File: src/rtl/cla_pkg.sv
// Shared width, operand type and result bundle for the 4-bit carry-lookahead adder.
package cla_pkg;

    localparam int CLA_W = 4;

    typedef logic [CLA_W-1:0] nibble_t;

    typedef struct packed {
        nibble_t sum;
        logic    c4;
        logic    grp_p;
        logic    grp_g;
        logic    ovf;
    } cla_res_t;

endpackage

File: src/rtl/cla_lookahead_4.sv
// Flat sum-of-products carry lookahead for one 4-bit group; no carry chain.
module cla_lookahead_4
    import cla_pkg::*;
(
    input  nibble_t          p,
    input  nibble_t          g,
    input  logic             c0,
    output logic [CLA_W:1]   c,
    output logic             grp_p,
    output logic             grp_g
);

    always_comb begin
        c[1] = g[0] | (p[0] & c0);
        c[2] = g[1] | (p[1] & g[0]) | (p[1] & p[0] & c0);
        c[3] = g[2] | (p[2] & g[1]) | (p[2] & p[1] & g[0])
             | (p[2] & p[1] & p[0] & c0);
        c[4] = g[3] | (p[3] & g[2]) | (p[3] & p[2] & g[1])
             | (p[3] & p[2] & p[1] & g[0])
             | (p[3] & p[2] & p[1] & p[0] & c0);
        // Group terms let wider adders cascade: c4 == grp_g | grp_p & c0.
        grp_g = g[3] | (p[3] & g[2]) | (p[3] & p[2] & g[1])
              | (p[3] & p[2] & p[1] & g[0]);
        grp_p = &p;
    end

endmodule

File: src/rtl/four_bit_cla_adder.sv
// Registered 4-bit CLA adder: a + b + c0 with carry-out, group P/G and signed overflow.
// Define FOUR_BIT_CLA_INPUT_REG_EN to register operands ahead of the lookahead (latency 2).
module four_bit_cla_adder
    import cla_pkg::*;
(
    input  logic    clk,
    input  logic    rst_n,
    input  logic    in_valid,
    input  nibble_t a,
    input  nibble_t b,
    input  logic    c0,
    output logic    out_valid,
    output nibble_t sum,
    output logic    c4,
    output logic    grp_p,
    output logic    grp_g,
    output logic    ovf
);

    // Valid-only stream: an operand set is accepted on every edge where in_valid=1;
    // there is no ready, so the producer is never stalled.
    nibble_t         a_s;
    nibble_t         b_s;
    logic            c0_s;
    logic            v_s;

`ifdef FOUR_BIT_CLA_INPUT_REG_EN
    always_ff @(posedge clk or negedge rst_n) begin
        if (!rst_n) begin
            a_s  <= '0;
            b_s  <= '0;
            c0_s <= 1'b0;
            v_s  <= 1'b0;
        end else begin
            a_s  <= a;
            b_s  <= b;
            c0_s <= c0;
            v_s  <= in_valid;
        end
    end
`else
    assign a_s  = a;
    assign b_s  = b;
    assign c0_s = c0;
    assign v_s  = in_valid;
`endif

    nibble_t         p;
    nibble_t         g;
    logic [CLA_W:1]  c;
    logic            gp;
    logic            gg;
    cla_res_t        res_d;
    cla_res_t        res_q;
    logic            valid_q;

    assign p = a_s ^ b_s;
    assign g = a_s & b_s;

    cla_lookahead_4 u_lookahead (
        .p     (p),
        .g     (g),
        .c0    (c0_s),
        .c     (c),
        .grp_p (gp),
        .grp_g (gg)
    );

    always_comb begin
        res_d       = '0;
        res_d.sum   = p ^ {c[3:1], c0_s};
        res_d.c4    = c[4];
        res_d.grp_p = gp;
        res_d.grp_g = gg;
        res_d.ovf   = c[4] ^ c[3];
    end

    // Results hold across idle cycles; only out_valid tracks every cycle.
    always_ff @(posedge clk or negedge rst_n) begin
        if (!rst_n) begin
            res_q   <= '0;
            valid_q <= 1'b0;
        end else begin
            valid_q <= v_s;
            if (v_s) begin
                res_q <= res_d;
            end
        end
    end

    assign out_valid = valid_q;
    assign sum       = res_q.sum;
    assign c4        = res_q.c4;
    assign grp_p     = res_q.grp_p;
    assign grp_g     = res_q.grp_g;
    assign ovf       = res_q.ovf;

endmodule

File: config.mk
export PLATFORM = sky130hd
export DESIGN_NAME = four_bit_cla_adder
export DESIGN_NICKNAME = d
export VERILOG_FILES = /design/src/rtl/cla_pkg.sv /design/src/rtl/cla_lookahead_4.sv /design/src/rtl/four_bit_cla_adder.sv
export SDC_FILE = /design/constraint.sdc
export NUM_CORES = 1
export LEC_CHECK = 0
export ABC_AREA = 1
export CORE_MARGIN = 2
export CORE_UTILIZATION = 33
export CTS_BUF_LIST = sky130_fd_sc_hd__clkbuf_16
export CTS_CLUSTER_DIAMETER = 60
export DETAILED_ROUTE_END_ITERATION = 12
export GPL_ROUTABILITY_DRIVEN = 0
export PLACE_DENSITY = 0.63
export SLEW_MARGIN = 20
export SYNTH_ARGS = -nofsm -noshare
export SYNTH_HDL_FRONTEND = slang
export SYNTH_HIERARCHICAL = 1
export SYNTH_SLANG_ARGS = --single-unit
export TNS_END_PERCENT = 30
File: constraint.sdc
create_clock -name clk -period 0.8 [get_ports clk]
set_input_delay 0.12 -clock clk [delete_from_list [all_inputs] [get_ports clk]]
set_output_delay 0.12 -clock clk [all_outputs]
set_load 0.1 [all_outputs]
---- After elaboration in Yosys (flattened, before gate mapping) ----
Cells that the tools add are included.
storage, ports and cells
  memory bits (read-only) ................. 0
  word-level logic and storage cells ...... 37
  latch bits .............................. 0
  flip-flop bits (word level) ............. 9
  input port bits ......................... 12
  bits in writable memories ............... 0
  output and inout port bits .............. 9
  memories kept ........................... 0
cells by class
  shift-type cells ........................ 0
  multipliers ............................. 0
  $add $sub $neg .......................... 0
  reduce and logical (&&, ||, !) cells .... 1
  magnitude comparators ................... 0
  multiplexer cells ....................... 0
  equality and inequality tests ........... 0
  div/mod/pow operators ................... 0
  bitwise logic cells ..................... 30
operators with widths
  kind                 count
  1-bit AND            16
  1-bit bitwise OR     10
  4-bit XOR            2
  4-bit AND            1
  4-bit AND reduction  1
  1-bit XOR            1

---- Depth between registers and ports, before layout ----
Gate-level depths: netlist (run 1).
  depth after elaboration ................. 7
  depth in mapped cells ................... 9
  mapped depth without buffers ............ 9

---- By module ----
The synthesis (run 1) kept the hierarchy.
by module, submodules not included
  module              area an instance (µm²)  cells an instance  instances  seq. area each (µm²)
  four_bit_cla_adder  457.9                   57                 1          225.2
  cla_lookahead_4     100.1                   19                 1          0.0

---- Worst setup path after synthesis (run 1) ----
OpenSTA, ideal clock, no wires.
  kind .................................... register to register
  start ................................... register, netlist name ovf
  end ..................................... register res_q (netlist bit ovf)
  setup slack ............................. -0.356 ns
  arrival ................................. 1.088 ns
  required time ........................... 0.732 ns
  cell stages (with the launch flop) ...... 3
  period minus slack after synthesis ...... 1.156 ns
  path buffers ............................ 0
  setup time .............................. 0.068 ns
  cell sequence ........................... dfrtp_1 nand2_1 nand2_1
RTL lines
  what                  line                      text
  end signal, assigned  four_bit_cla_adder.sv:86  res_q <= res_d;
  end, declared         four_bit_cla_adder.sv:54  cla_res_t res_q;

---- Worst setup path in the final report (run 1) ----
  start ................................... register res_q (netlist bit sum[2])
  end ..................................... output sum[2]
RTL lines
  what           line                      text
  end, declared  four_bit_cla_adder.sv:13  output nibble_t sum,
No word-level cell between the ends.

==> reports/results.tsv, run 1 <==
metric	value	unit
finalWorstSetupSlack	-0.204	ns
r2r-end	sum[0]	
ys_warn_count	6	
core_area	1540	µm²
reg2reg_from	sum[0]	
die-area	2040	µm²
crit_slowest_cell	dfrtp_4	
synth.avg_cell_area	7.34	µm²
leakage	0.566	nW
clk_pin_slew_worst_paths	0.04	ns
grt_pass1_vias	550	
std_cell_rows	14	
initial_utilization	0.362	
critPathLaunchType	flip-flop	
total_power	0.00257	W
yosysTopAreaCell	dfrtp_1	
clock.fmax	996	MHz
worst-endpoint-arrival	0.88	ns
drtPass1Iterations	2	
max-vdd-ir-drop	1.28	mV
dr.first_iter.drc_count	7	
cts_sinks	9	
place_ws	-0.710	ns
layout_common_cells	nand2_1 (28), inv_1 (12), buf_6 (9), buf_12 (9)	
worstSetupPathType	reg -> out	
hp-class	in -> async	
path_buf_inv	1	
ys_ff_latch	9	
drt_wl_total	1280	µm
root_buffer	clkbuf_16	
grt_overflow	0	
netlist.area_leader.share	0.404	
drt.antenna.violating_nets	0	
utilization	0.731	
area_delta_synth_final	102	%
n_antenna_cell	0	
grt_pass1_wl	2130	µm
grt_usage	0.146	
worst_pin_slew	0.230	ns
crit_path_end_kind	output pin	
slowest_delay	0.48	ns
syn_area	558	µm²
drc	0	
layout_min_cycle_time	1.00	ns
setup_viol	12	
dp_hpwl	976	µm
postCtsHoldBufs	0	
violations	setup timing	
drv_slew	0	
finalHoldViolations	0	
clk_latency	0.23	ns
ys_types	13	
grt_max_degree	10	
dieWidth	45.1	µm
tns	-1.57	ns
dieHeight	45.1	µm
period_share	1.25	
drive_gt1_frac	0.542	
critPathTopFamily	flip-flops	
max-cap-violations	0	
via_per_inst	4.65	
relSlewSlack	0.847	
io_pins	21	
status	finished with violations	
r2r_cells	2	
tritoncts	yes	
rsz0062_at_grt	yes	
met1Wirelength	536	µm
vias	572	
placement.io_buffers	20	
layout_commonest_cell	nand2_1	
worstPathRequired	0.68	ns
htreeDepth	1	
antenna_found_initial	0	
cp_num_cells	1	
crit_fanout	2	
crit_start	sum[2]	
yosys-top-cells-area	dfrtp_1 (40%), nand2_1 (21%), ha_1 (9.0%)	
yosysSeqAreaShare	0.404	
wl_per_cell	10.4	µm
path_cells	buf_12	
wl_met2	675	µm
highest_layer	met4	
synthCells	76	
cts_buffers	3	
clock_skew	0	ns
clockBufferDepth	2	
timing.hold.ws	0.175	ns
powerDensity	2290	nW/µm²
wl_met3	60	µm
cp-endpoint	sum[2]	
syn_nets	92	
r2r_slack	0.09	ns
layout.nets	124	
per-stage QoR:
| stage | cell area, µm² | instances |
|---|---|---|
| after floorplan | 642 | 76 |
| after global placement | 993 | 118 |
| after detailed placement | 993 | 118 |
| after CTS | 1120 | 123 |
| after global routing | 1130 | 123 |
| final | 1130 | 123 |
layer usage:
| layer | up-vias | GRT usage |
|---|---|---|
| li1 | 293 | - |
| met1 | 262 | 0.151 |
| met3 | 2 | 0.0360 |
| met5 | - | 0 |
| met2 | 15 | 0.271 |
| met4 | 0 | 0.0706 |
where the power goes:
group	leakage [nW]	internal, W	switching [W]
clock network	0.0423	0.000652	0.000209
logic	0.423	0.000442	0.000671
registers	0.100	0.000538	0.0000622
sequential cells by signal, indices dropped and copies added (netlist names):
register and flops:
c4 1, grp_g 1, grp_p 1, out_valid 1, ovf 1, sum 4
logic make-up (layout without fill, tap and decap cells):
group                    count (synthesis)  in the layout  synth area share
AND/OR/NAND/NOR                         44             44             0.354
buffers and inverters                   14             45             0.108
flip-flops                               9              9             0.404
AO/OA/AOI/OAI                            5              5            0.0448
adder cells (fa/ha/maj)                  4              4            0.0897
layout make-up:
type,instances,area (µm²)
clock buffers,3,75.1
multi-input cells,53,375
clock inverters,1,3.75
repair buffers,28,359
well taps,16,20.0
flip-flops and latches,9,244
fillers,113,415
inverters,13,48.8
timing repair:
item | in CTS | in global routing
resized for setup | 50 | 2
pin swaps | 19 | 0
buffers inserted | 1 | 0
setup endpoints to repair | 17 | 14
worst min-delay path by stage:
stage | start | to | slack (ns) | cells after the start
after floorplan | rst_n | c4 | -0.18 | 0
after global placement | rst_n | sum[2] | 0.42 | 2
after detailed placement | rst_n | sum[2] | 0.41 | 2
after CTS | rst_n | sum[2] | 0.18 | 2
after global routing | rst_n | sum[2] | 0.19 | 2
final | rst_n | sum[2] | 0.18 | 2
synthesized netlist by cell type (all sizes together):
cell   number
nand2      35
inv        13
dfrtp       9
nand3       8
ha          4
a21oi       3
o21ai       2
buf         1
nor2        1
Note: power is estimated with default switching activity, not from simulation.
==> inputs of run 2 (changes only) <==
Settings changed: RECOVER_POWER set to 100, SETUP_SLACK_MARGIN set to 0.4.
==> run 2 against run 1 <==
The flow still finishes with violations (setup timing). Count of clock-buffer cells in the layout unchanged. First-iteration DRC count decreased by 57%. Sequential cell count unchanged. Clock skew did not move. Die area did not move. Wire length increased by 8.5%. Cell area grew 3.9%. Power increased by 2.7%. Maximum frequency decreased by 0.19%. Combinational power rose by 7%. Critical path type unchanged. Largest cell class unchanged. Highest routed layer unchanged.
==> reports/results.tsv, run 2 (synthesis gave the netlist of run 1 again) <==
metric	value	unit	change
crit_slowest_cell	dfrtp_4		
grt_max_degree	10		unchanged
period_share	1.26		+0.00235
hp-class	in -> reg		
layout.nets	128		+3.2%
critPathLaunchType	flip-flop		
critPathTopFamily	flip-flops		
root_buffer	clkbuf_16		
tritoncts	yes		
crit_path_end_kind	output pin		
final_cells	127		+3.3%
violations	setup timing		
worstPathRequired	0.68	ns	about the same
grt_pass1_vias	531		-3.5%
drc	0		unchanged
drtPass1Iterations	2		unchanged
drive_gt1_frac	0.604		+0.0615
rsz0062_at_grt	yes		
io_pins	21		unchanged
relSlewSlack	0.680		-0.167
dp_hpwl	1070	µm	+9.6%
via_per_inst	4.67		+0.41%
clock_skew	0	ns	unchanged
crit_fanout	2		unchanged
dieWidth	45.1	µm	unchanged
slowest_delay	0.48	ns	about the same
htreeDepth	1		unchanged
clock.fmax	994	MHz	-0.19%
total_power	0.00264	W	+2.7%
clk_latency	0.23	ns	about the same
n_antenna_cell	0		unchanged
dpl.cell_count	117		-0.85%
cts_buffers	3		unchanged
antenna_found_initial	0		unchanged
max-vdd-ir-drop	1.08	mV	-16%
finalWorstSetupSlack	-0.206	ns	-0.00188 ns
max-cap-violations	0		unchanged
core_area	1540	µm²	unchanged
die-area	2040	µm²	unchanged
grt_usage	0.158		+0.0114
powerDensity	2260	nW/µm²	-1.2%
vias	593		+3.7%
dieHeight	45.1	µm	unchanged
worstSetupPathType	reg -> out		
largest_register_ffs	4		unchanged
grt_overflow	0		unchanged
grt_pass1_wl	2290	µm	+7.8%
initial_utilization	0.362		unchanged
postLayoutCellArea	1170	µm²	+3.9%
postPlaceCellArea	1010	µm²	+1.3%
drt.antenna.violating_nets	0		unchanged
clk_pin_slew_worst_paths	0.04	ns	about the same
status	finished with violations		
drv_slew	0		unchanged
postCtsHoldBufs	0		unchanged
cts_sinks	9		unchanged
leakage	0.580	nW	+2.6%
layout_commonest_cell	nand2_1		
area_delta_synth_final	110	%	
path_buf_inv	1		unchanged
worst-endpoint-arrival	0.89	ns	about the same
layout_common_cells	nand2_1 (27), buf_12 (9), buf_4 (9)		
path_cells	buf_12		
drt_wl_total	1390	µm	+8.5%
placement.io_buffers	20		unchanged
dr.first_iter.drc_count	3		-4
setup_viol	13		+1
worst_pin_slew	0.480	ns	+0.250 ns
layout_min_cycle_time	1.01	ns	+0.00188 ns
std_cell_rows	14		unchanged
wl_per_cell	10.9	µm	+5.1%
clockBufferDepth	2		unchanged
finalHoldViolations	0		unchanged
[run 2: final timing paths]
path	startpoint	end	slack, ns	depth (start not counted)
worst max register to register	c4	c4	0.03	3
min in group asynchronous	rst_n	sum[1]	0.36	2
worst min-delay path	in_valid	out_valid	0.23	1
max in group asynchronous	rst_n	sum[2]	0.07	2
worst min register to register	sum[3]	sum[3]	0.51	2
worst max-delay path	sum[1]	sum[1]	-0.21	1
[run 2: power breakdown]
| group | switching [W] | internal, W | leakage, nW |
|---|---|---|---|
| Clock | 0.000204 | 0.000652 | 0.0423 |
| Combinational | 0.000712 | 0.000478 | 0.438 |
| Sequential | 0.0000607 | 0.000538 | 0.100 |
[run 2: timing repair]
action                                 in CTS  in global routing
resized for setup                          59                  2
pin swaps                                  22                  4
endpoints found under the hold margin       0                  0
buffers inserted                            5                  1
setup endpoints to repair                  18                 17
[run 2: per-stage QoR]
stage | TNS (ns) | setup WS, ns | hold slack, ns | util
global route | -2.16 | -0.221 | 0.233 | 0.759
finish | -1.69 | -0.206 | 0.229 | 0.759
detailed placement | -4.91 | -0.735 | 0.449 | 0.653
floorplan | -0.706 | -0.145 | -0.176 | -
CTS | -1.67 | -0.210 | 0.219 | 0.769
global placement | -4.75 | -0.698 | 0.454 | 0.653
[run 2: metal layers]
metal	up-vias	global-route usage	part of all wire
li1	305	-	-
met1	273	0.185	0.42
met2	13	0.280	0.54
met3	2	0.0360	0.036
met4	0	0.0529	0.0050
met5	-	0	0
[run 2: area by class of cell]
class,count,area [µm²]
flip-flops and latches,9,244
multi-input cells,53,407
clock buffers,3,75.1
clock inverters,1,3.75
repair buffers,32,372
well taps,16,20.0
inverters,13,48.8
fillers,109,372
==> inputs of run 3 (changes only) <==
Settings changed: DONT_BUFFER_PORTS set to 1, PLACE_DENSITY 0.63 to unset, PLACE_DENSITY_LB_ADDON set to 0.15.
==> run 3 against run 2 <==
The run ends with hold timing, setup timing left. Non-clock buffer count shrank 17. Sequential share of layout area rose by 3.8 points. Power fell by 5.8%. Wire length decreased by 16%. Die area unchanged. Worst setup slack worse by 0.0069 ns. Largest cell class unchanged. Maximum frequency decreased by 0.68%. Register-to-register slack about the same. Critical endpoint is now sum[0]. Global-route usage decreased by 1.3 points. Combinational power down 13%. Sequential power is essentially flat. Utilization down 12 points.
==> reports/results.tsv, run 3 (synthesis gave the netlist of run 1 again) <==
metric	value	unit	change
dr.first_iter.drc_count	5		+2
std_cell_rows	14		unchanged
grt_pass1_vias	503		-5.3%
worstSetupPathType	reg -> out		
wl_per_cell	10.7	µm	-2.7%
dieWidth	45.1	µm	unchanged
core_area	1540	µm²	unchanged
cp-endpoint	sum[0]		
placement.io_buffers	0		-100%
rsz0062_at_grt	yes		
n_antenna_cell	0		unchanged
layout_min_cycle_time	1.01	ns	+0.00685 ns
relSlewSlack	0.892		+0.211
dpl.cell_count	105		-10%
drt.antenna.violating_nets	0		unchanged
hp-class	in -> async		
layout.nets	111		-13%
worst-endpoint-arrival	0.89	ns	about the same
grt_overflow	0		unchanged
cp_num_cells	1		unchanged
drc	0		unchanged
leakage	0.493	nW	-15%
finalHoldViolations	10		+10
drive_gt1_frac	0.489		-0.114
clock.fmax	988	MHz	-0.68%
layout_common_cells	nand2_1 (29), inv_1 (12), buf_12 (9), nand3_1 (7)		
cts_buffers	3		unchanged
final_cells	110		-13%
r2r_slack	0.02	ns	about the same
crit_fanout	2		unchanged
layout_commonest_cell	nand2_1		
drt_wl_total	1170	µm	-16%
critPathLaunchType	flip-flop		
total_power	0.00249	W	-5.8%
max-vdd-ir-drop	1.76	mV	+62%
worst_pin_slew	0.162	ns	-0.317 ns
clock_skew	0	ns	unchanged
crit_start	sum[0]		
dp_hpwl	901	µm	-16%
die-area	2040	µm²	unchanged
path_cells	buf_12		
drv_slew	0		unchanged
dieHeight	45.1	µm	unchanged
finalWorstSetupSlack	-0.212	ns	-0.00685 ns
crit_slowest_cell	dfrtp_4		
grt_usage	0.145		-0.0130
status	finished with violations		
grt_max_degree	10		unchanged
fill_cells	131		+20%
io_pins	21		unchanged
path_buf_inv	1		unchanged
tritoncts	yes		
place_ws	-0.204	ns	+0.531 ns
r2r_cells	3		unchanged
violations	hold timing, setup timing		
regArea	244	µm²	unchanged
multi_input_area	372	µm²	-8.6%
clk_pin_slew_worst_paths	0.04	ns	about the same
cts_sinks	9		unchanged
critPathTopFamily	flip-flops		
period_share	1.27		+0.00857
vias	511		-14%
antenna_found_initial	0		unchanged
grt_pass1_wl	2000	µm	-13%
root_buffer	clkbuf_16		
via_per_inst	4.65		-0.51%
reg2reg_from	c4		
timing.hold.ws	-0.418	ns	-0.646 ns
slowest_delay	0.49	ns	about the same
worstPathRequired	0.68	ns	about the same
clk_latency	0.23	ns	about the same
clockBufferDepth	2		unchanged
powerDensity	2520	nW/µm²	+11%
r2r-end	c4		
setup_viol	9		-4
area_delta_synth_final	77.1	%	
drtPass1Iterations	4		+2
largest_register_ffs	4		unchanged
htreeDepth	1		unchanged
initial_utilization	0.362		unchanged
max-cap-violations	0		unchanged
crit_path_end_kind	output pin		
-- run 3: cell types whose count changed in the layout (fill, tap and decap cells not counted), sizes merged --
cell | before | now
clkbuf | 5 | 3
dlygate4sd3 | 1 | 0
dlygate4sd2 | 2 | 0
buf | 27 | 15
-- run 3: routing by layer --
metal | global-route usage | wire length [µm] | vias to the layer above
li1 | - | - | 271
met1 | 0.161 | 480 | 228
met2 | 0.229 | 614 | 12
met3 | 0.0840 | 77 | 0
met4 | 0.0529 | 0 | 0
met5 | 0 | 0 | -
-- run 3: worst min-delay path by stage --
| stage | start | to | slack (ns) | cells past startpoint |
|---|---|---|---|---|
| floorplan | rst_n | c4 | -0.18 | 0 |
| global placement | rst_n | sum[2] | -0.18 | 0 |
| detailed placement | rst_n | sum[2] | -0.18 | 0 |
| CTS | rst_n | sum[2] | -0.42 | 0 |
| global route | rst_n | sum[0] | -0.43 | 0 |
| finish | rst_n | sum[2] | -0.42 | 0 |
-- run 3: timing repair --
item	in CTS	in global routing
hold endpoints to repair	10	10
gates resized for setup	7	0
endpoints found under the setup margin	17	17
setup buffers	1	0
pin swaps	15	3
gates cloned	0	0
-- run 3: report_power, final --
part / switching, W / internal [W]
Sequential: 0.0000634 / 0.000538
Combinational: 0.000635 / 0.000401
Clock: 0.000201 / 0.000651
-- run 3: per-stage QoR --
| stage | cell area, µm² | setup TNS (ns) | utilization |
|---|---|---|---|
| after floorplan | 649 | -0.706 | - |
| after global placement | 876 | -0.820 | 0.568 |
| after detailed placement | 876 | -0.856 | 0.568 |
| after CTS | 991 | -1.48 | 0.643 |
| after global routing | 988 | -1.65 | 0.641 |
| final | 988 | -1.43 | 0.641 |
-- run 3: area by class of cell --
type                       count  area share
multi-input combinational     53       0.376
inverter                      13      0.0494
clock inverter                 1     0.00380
clock buffer                   3      0.0759
timing repair buffer          15       0.228
tap                           16      0.0203
sequential                     9       0.247
